$ cat config.mk
export PLATFORM = sky130hd
export DESIGN_NAME = result_decoder
export DESIGN_NICKNAME = d
export VERILOG_FILES = /design/src/rtl/result_decoder.sv
export SDC_FILE = /design/constraint.sdc
export NUM_CORES = 1
export LEC_CHECK = 0
export CAP_MARGIN = 20
export CORE_MARGIN = 2
export CORE_UTILIZATION = 45
export CTS_CLUSTER_DIAMETER = 100
export DETAILED_ROUTE_END_ITERATION = 7
export MAX_ROUTING_LAYER = met4
export PLACE_DENSITY_LB_ADDON = 0.2
export SLEW_MARGIN = 15
export SYNTH_ARGS = -nofsm -noshare
export SYNTH_HDL_FRONTEND = slang
export SYNTH_SLANG_ARGS = --single-unit
$ cat constraint.sdc
create_clock -name clock -period 2.35 [get_ports clock]
set_clock_uncertainty 0.1 [all_clocks]
set_input_delay 0.47 -clock clock [delete_from_list [all_inputs] [get_ports clock]]
set_output_delay 0.47 -clock clock [all_outputs]
set_load 0.1 [all_outputs]
$ cat src/rtl/result_decoder.sv
// result_decoder: inverts the operation unit's 9-bit result back to an
// 8-bit operand, or flags the result as unreachable for the given op.
// Ops 00/01/10 resolve in one cycle. Op 11 (popcount) builds its minimal
// preimage one bit per cycle in a shift accumulator.
module result_decoder (
    input  logic       clock,
    input  logic       reset_n,
    input  logic       in_valid,
    output logic       in_ready,
    input  logic [8:0] in_result,
    input  logic [1:0] in_op,
    output logic       out_valid,
    input  logic       out_ready,
    output logic [7:0] out_data,
    output logic       out_error
);

    typedef enum logic [1:0] {
        IDLE  = 2'd0,
        SHIFT = 2'd1,
        HOLD  = 2'd2
    } state_t;

    state_t     state_reg, state_next;
    logic [7:0] acc_reg, acc_next;
    logic [3:0] count_reg, count_next;
    logic [7:0] data_reg, data_next;
    logic       error_reg, error_next;

    // Single-cycle inverse of the incoming request. Op 11 only reports its
    // error flag here; the operand itself comes from the serial path (r=0
    // and the error case both resolve to data 0).
    logic [7:0] inv_data;
    logic       inv_error;

    // Combinational inverse rules for each op code
    always_comb begin
        inv_data  = 8'h00;
        inv_error = 1'b0;
        case (in_op)
            2'b00: begin
                if (in_result[8]) inv_error = 1'b1;
                else              inv_data  = in_result[7:0];
            end
            2'b01: begin
                // Valid window 2..257; modulo-256 subtraction of the low
                // byte gives r-2 truncated to 8 bits across the whole window.
                if (in_result < 9'd2 || in_result > 9'd257) inv_error = 1'b1;
                else inv_data = in_result[7:0] - 8'd2;
            end
            2'b10: begin
                if (in_result[0]) inv_error = 1'b1;
                else              inv_data  = in_result[8:1];
            end
            default: begin
                if (in_result > 9'd8) inv_error = 1'b1;
            end
        endcase
    end

    // Next-state, accumulator and response-register logic
    always_comb begin
        state_next = state_reg;
        acc_next   = acc_reg;
        count_next = count_reg;
        data_next  = data_reg;
        error_next = error_reg;
        case (state_reg)
            IDLE: begin
                if (in_valid) begin
                    if (in_op == 2'b11 && !inv_error && in_result != 9'd0) begin
                        // Popcount r in 1..8: start with a single one and
                        // shift in r-1 more ones.
                        acc_next   = 8'h01;
                        count_next = in_result[3:0] - 4'd1;
                        if (in_result[3:0] == 4'd1) begin
                            data_next  = 8'h01;
                            error_next = 1'b0;
                            state_next = HOLD;
                        end else begin
                            state_next = SHIFT;
                        end
                    end else begin
                        data_next  = inv_data;
                        error_next = inv_error;
                        state_next = HOLD;
                    end
                end
            end
            SHIFT: begin
                acc_next   = {acc_reg[6:0], 1'b1};
                count_next = count_reg - 4'd1;
                // The output register is only written on the edge entering HOLD
                if (count_reg == 4'd1) begin
                    data_next  = {acc_reg[6:0], 1'b1};
                    error_next = 1'b0;
                    state_next = HOLD;
                end
            end
            HOLD: begin
                if (out_ready) state_next = IDLE;
            end
            default: begin
                state_next = IDLE;
            end
        endcase
    end

    // State and datapath registers with asynchronous active-low reset
    always_ff @(posedge clock or negedge reset_n) begin
        if (!reset_n) begin
            state_reg <= IDLE;
            acc_reg   <= 8'h00;
            count_reg <= 4'd0;
            data_reg  <= 8'h00;
            error_reg <= 1'b0;
        end else begin
            state_reg <= state_next;
            acc_reg   <= acc_next;
            count_reg <= count_next;
            data_reg  <= data_next;
            error_reg <= error_next;
        end
    end

    // Handshake flags are decoded from the state register alone
    assign in_ready  = (state_reg == IDLE);
    assign out_valid = (state_reg == HOLD);
    assign out_data  = data_reg;
    assign out_error = error_reg;

endmodule

# --- Word-level counts from Yosys, hierarchy flattened ---
# Index checks and enable logic that the tools add are counted.
word_totals:
  elab_cells: 65
  reg_bits: 22
  mem_bits_ro: 0
  in_bits: 15
  output_inout_bits: 11
  n_memories: 0
  mem_bits_rw: 0
  latchBits: 0
classes:
  multipliers: 0
  eq_ne: 12
  order_cmp: 3
  reduce_logical: 11
  add_sub_neg: 3
  muxes: 31
  n_div: 0
  shifts: 0
  bitwise_logic: 0
ops:
  columns: ["op", "count"]
  rows:
  - ["$mux W8", 7]
  - ["$pmux W8 S3", 1]
  - ["$pmux W8 S2", 1]
  - ["$mux W7", 2]
  - ["$pmux W7 S2", 1]
  - ["$mux W2", 5]
  - ["$gt A9 B4 Y1 const B", 1]
  - ["$gt A9 B9 Y1 const B", 1]
  - ["$lt A9 B2 Y1 const B", 1]
  - ["$reduce_bool A9 Y1", 1]
  - ["$eq A4 B1 Y1 const B", 2]
  - ["$mux W1", 8]
  - ["$mux W4", 2]
  - ["$pmux W4 S2", 1]
  - ["$sub A4 B1 Y4 const B", 2]
  - ["$sub A8 B2 Y8 const B", 1]
  - ["$eq A2 B2 Y1 const B", 3]
  - ["$pmux W2 S3", 1]
  - ["$reduce_and A3 Y1", 2]
  - ["$eq A2 B1 Y1 const B", 2]
  - ["$logic_not A2 Y1", 2]
  - ["$ne A2 B1 Y1 const B", 2]
  - ["$ne A2 B2 Y1 const B", 2]
  - ["$reduce_and A4 Y1", 1]
  - ["7 further kinds", 8]

# --- Longest topological paths before layout ---
# Gate-level depths: netlist of run 1.
logic_depth:
  word_depth: 10
  ltp_mapped: 10
  ltp_nobuf: 7

# --- Worst setup path after synthesis of run 1 ---
# No wires, ideal clock.
synth_timing:
  kind: "reg2reg"
  start: "register state_reg[1]"
  end: "register data_reg[4], in the netlist out_data[4]"
  setup_time_ns: 0.123
  stages_incl_launch_ff: 9
  synth_period_minus_slack_ns: 3.268
  t_required_ns: 2.127
  path_slack_ns: -0.918
  t_arrival_ns: 3.045
  path_buffers: 3
  path_cell_list: "dfrtp_1 -> clkbuf_1 -> nor2_1 -> o21ai_0 -> o31a_1 -> buf_2 -> buf_4 -> nor2_1 -> a21oi_1"
synth_via:
  elab_chain_cells: 3
  word_cells_on_any_way: 8
  cone_classes: "4 x eq/ne; 1 x mux; 3 x reduce/logical"
synth_rtl:
  columns: ["item", "line_no", "text"]
  rows:
  - ["from (decl)", "24", "state_t state_reg, state_next;"]
  - ["from (signal assigned)", "118", "state_reg <= state_next;"]
  - ["$logic_not A2 Y1 (*)", null, null]
  - ["net in_ready", "9", "output logic in_ready,"]
  - ["$ne A3 B2 Y1 (no line), or another cell as far along", null, null]
  - ["$reduce_and A4 Y1 (no line)", null, null]
  - ["to (signal assigned)", "121", "data_reg <= data_next;"]
  - ["to (decl)", "27", "logic [7:0] data_reg, data_next;"]
# The timed path passes the listed nets; every way through them passes the cells marked *.
# A chain may end at the register's enable or synchronous reset.

# --- Worst setup path after layout of run 1 ---
layout_timing:
  start: "input port in_result[8]"
  end: "register count_reg[0]"
layout_via:
  elab_chain_cells: 9
  word_cells_on_any_way: 14
  cone_classes: "3 x order compare; 1 x eq/ne; 4 x mux; 6 x reduce/logical"
layout_rtl:
  columns: ["item", "line_no", "text"]
  rows:
  - ["from (decl)", "10", "input logic [8:0] in_result,"]
  - ["$lt A9 B2 Y1 or $gt A9 B9 Y1 (tied branches)", "48", "if (in_result < 9'd2 || in_result > 9'd257) inv_error = 1'b1;"]
  - ["$logic_or A1 B1 Y1", "48", null]
  - ["$mux W1", "48", null]
  - ["$pmux W1 S3", "40", "case (in_op)"]
  - ["$logic_not A1 Y1", "71", "if (in_op == 2'b11 && !inv_error && in_result != 9'd0) begin"]
  - ["$logic_and A1 B1 Y1", "71", null]
  - ["$logic_and A1 B1 Y1 (*)", "71", null]
  - ["$ne A2 B1 Y1 (no line) (*)", null, null]
  - ["$reduce_and A3 Y1 (no line) (*)", null, null]
  - ["to (signal assigned)", "120", "count_reg <= count_next;"]
  - ["to (decl)", "26", "logic [3:0] count_reg, count_next;"]
# Mark *: on every way between the ends. The rest lies on a longest branch, timed or not.

==> results of run 1 <==
[placed cells by master (no fill, tap or decap), types with 4 or more instances in the layout]
| master | netlist | layout |
|---|---|---|
| a22oi_1 | 6 | 6 |
| nand2_1 | 15 | 15 |
| clkdlybuf4s50_1 | 0 | 6 |
| dfrtp_1 | 22 | 22 |
| xnor2_1 | 4 | 4 |
| o221a_2 | 6 | 6 |
| a21oi_1 | 12 | 12 |
| dlymetal6s2s_1 | 0 | 7 |
| o31a_1 | 4 | 4 |
| o21ai_0 | 9 | 9 |
| ha_1 | 8 | 6 |
| buf_4 | 1 | 48 |
| inv_1 | 10 | 8 |
| nor2_1 | 12 | 11 |
| nor3_1 | 5 | 4 |
| nand2b_1 | 6 | 6 |
[power by group]
group / total [uW] / internal, uW / switching, uW
sequential: 449 / 423 / 26.7
clock: 177 / 59.9 / 117
combinational: 671 / 203 / 467
total: 1300 / 686 / 611
[logic make-up (layout without fill, tap and decap cells)]
group                    Yosys count  count (layout)  synth area share [%]
AND/OR/NAND/NOR                   60              61                  21.3
AO/OA/AOI/OAI                     57              57                  26.1
buffers and inverters             23              78                  6.65
flip-flops                        22              22                  34.4
adder cells (fa/ha/maj)            8               8                  6.26
XOR/XNOR                           6               6                  3.28
multiplexers                       3               3                  1.95
[what timing repair did]
action | in CTS | in global routing
endpoints found under the setup margin | 21 | 21
setup buffers | 0 | 1
pin swaps | 2 | 4
resized for setup | 10 | 15
cloned | 0 | 1
[routing by layer]
metal	up-vias	track usage, %	routed length, um
met2	76	41.1	2390
met1	800	29.9	1920
li1	772	-	-
met4	0	8.15	94
met3	10	2.68	298
met5	-	-	0
[cell type report]
type / count / area share (%)
Inverter: 10 / 1.62
Tap cell: 46 / 2.49
Sequential cell: 22 / 23.8
Timing Repair Buffer: 65 / 25.0
Multi-Input combinational cell: 135 / 46.1
Clock buffer: 3 / 0.975
[how the worst min path moves through the flow]
| stage | start | end | slack [ps] | cells past startpoint |
|---|---|---|---|---|
| floorplan | reset_n | acc_reg[0]$_DFFE_PN0P_ | 70 | 0 |
| global placement | acc_reg[0]$_DFFE_PN0P_ | acc_reg[0]$_DFFE_PN0P_ | 360 | 1 |
| detailed placement | acc_reg[0]$_DFFE_PN0P_ | acc_reg[0]$_DFFE_PN0P_ | 370 | 1 |
| CTS | acc_reg[0]$_DFFE_PN0P_ | acc_reg[0]$_DFFE_PN0P_ | 400 | 1 |
| global route | reset_n | state_reg[1]$_DFFE_PN0P_ | 420 | 2 |
| finish | acc_reg[0]$_DFFE_PN0P_ | acc_reg[0]$_DFFE_PN0P_ | 390 | 1 |
[worst reg2reg max path: stages, from the launching register on]
cell     delay (ps)
dfrtp_1         480
ha_1            200
or4bb_1         480
a21oi_1         220
o31a_1          230
buf_12          150
nor2_1           50
a41oi_1         160
[stage by stage]
step	hold WS, ps	TNS, ps
final	389	0
after global routing	416	0
after CTS	397	-1.16
after detailed placement	365	-9030
after global placement	356	-7720
after floorplan	74.4	-79.6
==> out/metrics.csv, run 1 <==
stage,metric,value,unit
synthesis,"FF+latch count, synth",22,
timing,Final WS setup,69.2,ps
hold_path,worst min path class,register to register,
clock_network,root buffer cell,clkbuf_4,
routing,DR iter-0 viols,198,
synthesis,Post-synth top cells,"dfrtp_1, nand2_1, a21oi_1, nor2_1, inv_1",
place,dpl cell area,0.00217,mm2
setup_path,critical path startpoint category,input port,
global_routing,vias in the first global route,1621,
routing,Post-DRT Antenna Nets,0,
die,initial core utilization,47.6,%
timing,pin slew with the least headroom to its limit,418,ps
die,I/O Pins,26,
synthesis,most common cell in the netlist,dfrtp_1,
setup_path,worst path required time,2500,ps
clock_network,CTS buffer count,3,
setup_path,CP Launch Point,in_result[8],
clock_network,TritonCTS clock tree,done,
place,post-DP HPWL,3420,um
routing,drt drc,0,
cells_and_area,register area,551,um2
outcome,run status,"complete, no violations",
cells_and_area,post-layout util,68.7,%
cells_and_area,multi-input logic area,0.00107,mm2
place,PortBufs,25,
die,Placeable Area,0.00336,mm2
setup_path,worst-path fanout max,5,
synthesis,sequential area share after synthesis,34.4,%
setup_path,Worst setup EP type,register,
run,max-cap violations,0,
setup_path,Worst Path Buf+Inv,2,
synthesis,Post-synth EDFFs,0,
routing,vias per cell,5.90,
global_routing,Congestion Overflow GR,0,
synthesis,Yosys warnings,0,
clock_network,H-tree depth,1,
setup_path,R2R Setup Slk,190,ps
setup_path,slowest CP cell,clkdlybuf4s50_1,
synthesis,top_reg_cell synth,dfrtp_1,
global_routing,first-pass GRT wire length,7580,um
routing,DRT Pass-1 Iters,4,
timing,final hold violation count,0,
setup_path,CP Cell Sequence,"clkdlybuf4s50_1, or2_2, a2111o_1, nor4b_4, buf_4, mux2i_1, nand2b_1",
synthesis,synthesized area,0.00160,mm2
timing,Setup-failing EPs final,0,
timing,fin crit period,2280,ps
routing,final WL,4700,um
synthesis,Synth Instances,179,
clock_network,clock latency on the worst-skew pair,310,ps
setup_path,stages on the worst setup path,7,
synthesis,average cell area after synthesis,8.94,um2
setup_path,critical path class,input port to register,
synthesis,Synth top area share,34.4,%
place,cell count after placement,276,
cells_and_area,fin cells,281,
timing,RSZ-0062 raised after global routing,no,
timing,fin. max-slew vios,0,
setup_path,r2r endpoint,out_data[0]$_DFFE_PN0P_,
die,Die ar.,0.00405,mm2
setup_path,kind of cell adding the most delay to the critical path,simple AND/OR/NAND/NOR gates,
synthesis,Post-synth ARST share,100,%
setup_path,CP endpoint,count_reg[0]$_DFFE_PN0P_,
cells_and_area,fill cell count,277,
synthesis,post-synthesis net count,202,
cells_and_area,layout cells sized above 1,34.9,%
setup_path,worst r2r src,count_reg[0]$_DFFE_PN0P_,
clock_network,"Reg clk slew, reported paths",120,ps
setup_path,Worst Reg-to-Reg Cells,7,
die,FP Rows,21,
place,Placer Congestion,0.902,
cells_and_area,final net count,260,
cells_and_area,max FFs per register,8,
pwr,Total Power,1300,uW
clock_network,"Hold-fix buffers, CTS",0,
pwr,worst ir drop on vdd,0.000273,V
global_routing,gr usage total,24.2,%
cells_and_area,Final Cell Area,0.00231,mm2
pwr,Pleak,0.00104,uW
synthesis,"area leader, netlist",dfrtp_1,
timing,max_slew headroom,72.1,%
synthesis,synth top area cells,"dfrtp_1, ha_1, o221a_2",
die,Chip Height,63.6,um
synthesis,Netlist cell types,48,
place,dpl ws,-474,ps
timing,Tcrit/Tclk final,97.1,%
setup_path,Worst Path Arrival,2430,ps
routing,routed via count,1658,
global_routing,pin count of the biggest net entering global routing,23,
pwr,Power Dens Cells,561,mW/mm2
cells_and_area,area delta synth->final,44.4,%
timing,Fmax achieved,438,MHz
clock_network,clk sinks,22,
die,die width,63.6,um
routing,Routed WL per cell,16.7,um
cells_and_area,n_diodes,0,
clock_network,CTS Buffer Depth,2,
global_routing,initial antenna violation count,0,
setup_path,"slowest stage delay, CP",430,ps
(Power assumes the default switching activity.)
==> run 2, diff against run 1 <==
Settings changed: ABC_AREA from default to 1.
==> out/metrics.csv, run 2 <==
stage,metric,value,unit
outcome,run status,"complete, no violations",
run,max-cap violations,0,
routing,DR iter-0 viols,80,
clock_network,H-tree depth,1,
die,Die ar.,0.00394,mm2
timing,Fmax achieved,474,MHz
die,Chip Height,62.8,um
setup_path,worst-path fanout max,5,
synthesis,Post-synth top cells,"nand2_1, dfrtp_1, inv_1",
clock_network,CTS Buffer Depth,2,
setup_path,slowest CP cell,clkdlybuf4s50_1,
timing,Hold Slack,381,ps
timing,final hold violation count,0,
setup_path,R2R Setup Slk,840,ps
cells_and_area,"commonest non-fill, non-tap cell in the layout",nand2_1,
synthesis,Synth Instances,225,
hold_path,worst min path class,register to register,
place,post-DP HPWL,2710,um
synthesis,sequential area share after synthesis,35.4,%
routing,drt drc,0,
timing,RSZ-0062 raised after global routing,no,
synthesis,"FF+latch count, synth",22,
global_routing,initial antenna violation count,0,
synthesis,Post-synth ARST share,100,%
cells_and_area,fin cells,315,
hold_path,hold_sp,acc_reg[0]$_DFFE_PN0P_,
die,die width,62.8,um
cells_and_area,layout cells sized above 1,20.1,%
routing,Routed WL per cell,10.6,um
setup_path,r2r endpoint,out_data[3]$_DFFE_PN0P_,
clock_network,"Reg clk slew, reported paths",110,ps
place,PortBufs,25,
cells_and_area,n_diodes,0,
timing,Tcrit/Tclk final,89.8,%
hold_path,Hold Path Depth,1,
clock_network,"Hold-fix buffers, CTS",0,
timing,max_slew headroom,55.7,%
place,cell count after placement,312,
pwr,Total Power,2010,uW
timing,pin slew with the least headroom to its limit,659,ps
setup_path,Worst Path Buf+Inv,4,
clock_network,clock latency on the worst-skew pair,290,ps
cells_and_area,final net count,294,
setup_path,critical path startpoint category,input port,
setup_path,CP Cell Sequence,"clkdlybuf4s50_1, inv_1, buf_4, ha_1, nand2_1, nor2_1, nor2_1, nand2_2, nand3_2, inv_1, nand2_1, nand2_1, nand2_1, nand2_1, nand2_1, nand2_1",
synthesis,top_reg_cell synth,dfrtp_1,
setup_path,kind of cell adding the most delay to the critical path,simple AND/OR/NAND/NOR gates,
setup_path,Worst Path Arrival,2210,ps
synthesis,Netlist cell types,27,
synthesis,most common cell in the netlist,nand2_1,
global_routing,first-pass GRT wire length,5950,um
die,I/O Pins,26,
cells_and_area,area delta synth->final,27.5,%
global_routing,Congestion Overflow GR,0,
place,Placer Congestion,0.874,
die,Placeable Area,0.00334,mm2
synthesis,synthesized area,0.00155,mm2
clock_network,clk sinks,22,
synthesis,Synth top area share,35.4,%
global_routing,vias in the first global route,1411,
routing,vias per cell,4.78,
setup_path,worst path required time,2450,ps
setup_path,worst r2r src,state_reg[1]$_DFFE_PN0P_,
global_routing,gr usage total,19.1,%
cells_and_area,post-layout util,59.4,%
timing,fin. max-slew vios,0,
routing,Post-DRT Antenna Nets,0,
setup_path,cell mode on critical path,nand2_1,
pwr,worst ir drop on vdd,0.000474,V
routing,DRT Pass-1 Iters,4,
setup_path,Worst setup EP type,register,
pwr,Power Dens Cells,1010,mW/mm2
clock_network,TritonCTS clock tree,done,
hold_path,Worst Hold Path EP,acc_reg[0]$_DFFE_PN0P_,
setup_path,Worst Reg-to-Reg Cells,8,
clock_network,root buffer cell,clkbuf_4,
timing,fin crit period,2110,ps
pwr,Pleak,0.00106,uW
cells_and_area,max FFs per register,8,
routing,final WL,3350,um
routing,routed via count,1505,
cells_and_area,"commonest non-fill, non-tap cells in the layout","nand2_1, buf_4, dfrtp_1",
synthesis,synth top area cells,"dfrtp_1, nand2_1, ha_1",
setup_path,critical path class,input port to register,
timing,Setup-failing EPs final,0,
synthesis,post-synthesis net count,248,
synthesis,Post-synth EDFFs,0,
clock_network,CTS buffer count,3,
die,FP Rows,21,
global_routing,pin count of the biggest net entering global routing,23,
clock_network,post-CTS setup buffer count,0,
synthesis,average cell area after synthesis,6.91,um2
setup_path,"slowest stage delay, CP",480,ps
die,initial core utilization,46.6,%
synthesis,"area leader, netlist",dfrtp_1,
clock_network,Post-CTS Resized,0,
synthesis,Yosys warnings,0,
-- run 2: changes by cell type after synthesis, sizes merged, moves of 6 or more --
cell	before	now
nand2	15	91
inv	10	26
nor2	12	22
a21oi	12	3
clkbuf	9	1
nand2b	6	0
nand3	2	8
o221a	6	0
-- run 2: area by class of cell --
type                    count  area (um2)
clock buffers               3        22.5
fillers                   352        1360
inverters                  26        97.6
multi-input cells         172         872
flip-flops and latches     22         551
well taps                  46        57.6
repair buffers             46         380
-- run 2: power breakdown --
group	internal, uW	total [uW]	switching [uW]
Sequential	520	606	85.8
Clock	59.7	161	102
Combinational	294	1240	945
Total	874	2010	1130
-- run 2: per-stage QoR --
step / setup WS (ps) / setup TNS, ps / cell area, um2
finish: 239 / 0 / 1980
global route: 46.1 / 0 / 1980
CTS: 230 / 0 / 1980
detailed placement: -93.8 / -248 / 1960
global placement: -68.4 / -154 / 1960
floorplan: 76.8 / 0 / 1560
-- run 2: how the worst max path moves through the flow --
stage,from,endpoint,slack (ps),depth (start not counted)
finish,in_result[1],out_data[6]$_DFFE_PN0P_,240,16
global route,in_result[1],out_data[1]$_DFFE_PN0P_,50,14
CTS,in_result[1],out_data[6]$_DFFE_PN0P_,230,16
detailed placement,in_result[1],out_data[6]$_DFFE_PN0P_,-90,16
global placement,in_result[1],out_data[6]$_DFFE_PN0P_,-70,16
floorplan,state_reg[1]$_DFFE_PN0P_,out_valid,80,2
-- run 2: worst reg2reg max path, cell delays in order (launching register included) --
cell	delay [ps]
dfrtp_1	440
nor2_1	180
inv_1	100
a31oi_1	180
inv_1	90
nand3_2	110
buf_4	150
nand2_1	50
nand2_1	60
-- run 2: kinds of logic (layout without fill, tap and decap cells) --
family                   after synthesis  count (layout)  synth area share (%)
AND/OR/NAND/NOR                      131             131                  35.8
buffers and inverters                 31              75                  8.62
AO/OA/AOI/OAI                         27              27                  10.3
flip-flops                            22              22                  35.4
adder cells (fa/ha/maj)                8               8                  6.44
XOR/XNOR                               6               6                  3.38
-- run 2: layer usage --
metal,routed length [um],global-route usage [%],vias to the layer above
met5,0,-,-
met4,0,2.50,0
met3,126,4.32,0
met2,1540,31.2,25
met1,1680,25.1,676
li1,-,-,804
==> run 3, diff against run 2 <==
Settings changed: PLACE_DENSITY from default to 0.71, PLACE_DENSITY_LB_ADDON 0.2 to default.
==> out/metrics.csv, run 3 (same netlist as run 2, synthesis figures left out) <==
stage,metric,value,unit
routing,Post-DRT Antenna Nets,0,
global_routing,Congestion Overflow GR,0,
run,max-cap violations,0,
cells_and_area,area delta synth->final,29.3,%
hold_path,worst min path class,register to register,
routing,DRT Pass-1 Iters,4,
setup_path,Worst setup EP type,register,
clock_network,post-CTS setup buffer count,0,
cells_and_area,max FFs per register,8,
pwr,Pleak,0.00108,uW
timing,max_slew headroom,57.0,%
cells_and_area,"commonest non-fill, non-tap cell in the layout",nand2_1,
clock_network,CTS Buffer Depth,2,
routing,routed via count,1526,
routing,vias per cell,4.80,
global_routing,first-pass GRT wire length,6180,um
clock_network,Post-CTS Resized,0,
routing,Routed WL per cell,10.7,um
timing,final hold violation count,0,
routing,drt drc,0,
cells_and_area,fill cell count,344,
setup_path,worst path required time,2460,ps
die,Placeable Area,0.00334,mm2
setup_path,Worst Path Arrival,2190,ps
clock_network,clk sinks,22,
die,Die ar.,0.00394,mm2
clock_network,H-tree depth,1,
cells_and_area,post-layout util,60.2,%
die,die width,62.8,um
setup_path,"slowest stage delay, CP",470,ps
clock_network,TritonCTS clock tree,done,
place,Placer Congestion,0.866,
timing,Hold Slack,373,ps
outcome,run status,"complete, no violations",
cells_and_area,n_diodes,0,
clock_network,"Reg clk slew, reported paths",110,ps
global_routing,pin count of the biggest net entering global routing,23,
timing,Fmax achieved,481,MHz
setup_path,critical path startpoint category,input port,
timing,RSZ-0062 raised after global routing,no,
routing,final WL,3390,um
clock_network,root buffer cell,clkbuf_4,
cells_and_area,layout cells sized above 1,21.0,%
setup_path,CP Cell Sequence,"clkdlybuf4s50_1, inv_1, buf_4, ha_1, nand2_1, nor2_1, nor2_1, nand2_2, nand3_2, inv_1, nand2_1, nand2_1, nand2_1, nand2_1, nand2_1, nand2_1",
clock_network,CTS buffer count,3,
pwr,worst ir drop on vdd,0.000603,V
pwr,Power Dens Cells,1020,mW/mm2
die,Chip Height,62.8,um
global_routing,vias in the first global route,1456,
clock_network,"Hold-fix buffers, CTS",0,
cells_and_area,final net count,296,
place,PortBufs,25,
timing,pin slew with the least headroom to its limit,639,ps
timing,fin. max-slew vios,0,
setup_path,worst-path fanout max,5,
timing,fin crit period,2080,ps
place,post-DP HPWL,2740,um
setup_path,slowest CP cell,clkdlybuf4s50_1,
setup_path,critical path class,input port to register,
die,initial core utilization,46.6,%
cells_and_area,"commonest non-fill, non-tap cells in the layout","nand2_1, buf_4, dfrtp_1",
clock_network,clock latency on the worst-skew pair,300,ps
timing,Tcrit/Tclk final,88.4,%
global_routing,initial antenna violation count,0,
setup_path,cell mode on critical path,nand2_1,
timing,Setup-failing EPs final,0,
global_routing,gr usage total,19.6,%
routing,DR iter-0 viols,69,
die,I/O Pins,26,
die,FP Rows,21,
[run 3: cell types whose count changed in the layout (fill, tap and decap cells not counted)]
| cell | delta |
|---|---|
| clkbuf_8 | +1 |
| buf_4 | +2 |
[run 3: path summary, 6_finish.rpt]
check	startpoint	endpoint	slack [ps]	depth (start not counted)
max	in_result[1]	out_data[6]$_DFFE_PN0P_	270	16
min in group asynchronous	reset_n	state_reg[1]$_DFFE_PN0P_	400	2
min reg2reg	acc_reg[0]$_DFFE_PN0P_	acc_reg[0]$_DFFE_PN0P_	370	1
max reg2reg	state_reg[1]$_DFFE_PN0P_	out_data[3]$_DFFE_PN0P_	880	8
max in group asynchronous	reset_n	acc_reg[1]$_DFFE_PN0P_	1530	2
min	acc_reg[0]$_DFFE_PN0P_	acc_reg[0]$_DFFE_PN0P_	370	1
[run 3: area by class of cell]
class	count	area [um2]	area share (%)
Multi-Input combinational cell	172	872	43.4
Sequential cell	22	551	27.4
Timing Repair Buffer	48	395	19.7
Inverter	26	97.6	4.86
Tap cell	46	57.6	2.86
Clock buffer	4	36.3	1.81
[run 3: routing by layer]
layer / global-route usage, % / wire length (um)
met1: 26.9 / 1740
met3: 3.24 / 123
met5: - / 0
met2: 32.3 / 1520
met4: 0.833 / 5
[run 3: through the flow]
step	std cells	total power, uW	TNS [ps]	setup slack (ps)	area [um2]
3_5_place_dp	314	1860	-166	-77.3	1970
4_1_cts	318	2060	0	255	2010
5_1_grt	318	2170	0	27.5	2010
6_report	318	2050	0	273	2010
2_1_floorplan	225	1570	0	76.8	1560
3_3_place_gp	314	1850	-158	-71.0	1970
[run 3: worst max-delay path: cells and delay by family]
kind	cells	cell delay (ps)
AND/OR/NAND/NOR	11	780
buffers and inverters	4	780
adder cells (fa/ha/maj)	1	160
[run 3: power breakdown]
| group | internal, uW | switching (uW) |
|---|---|---|
| clock network | 94.6 | 106 |
| logic | 294 | 947 |
| registers | 520 | 88.0 |
| total | 909 | 1140 |
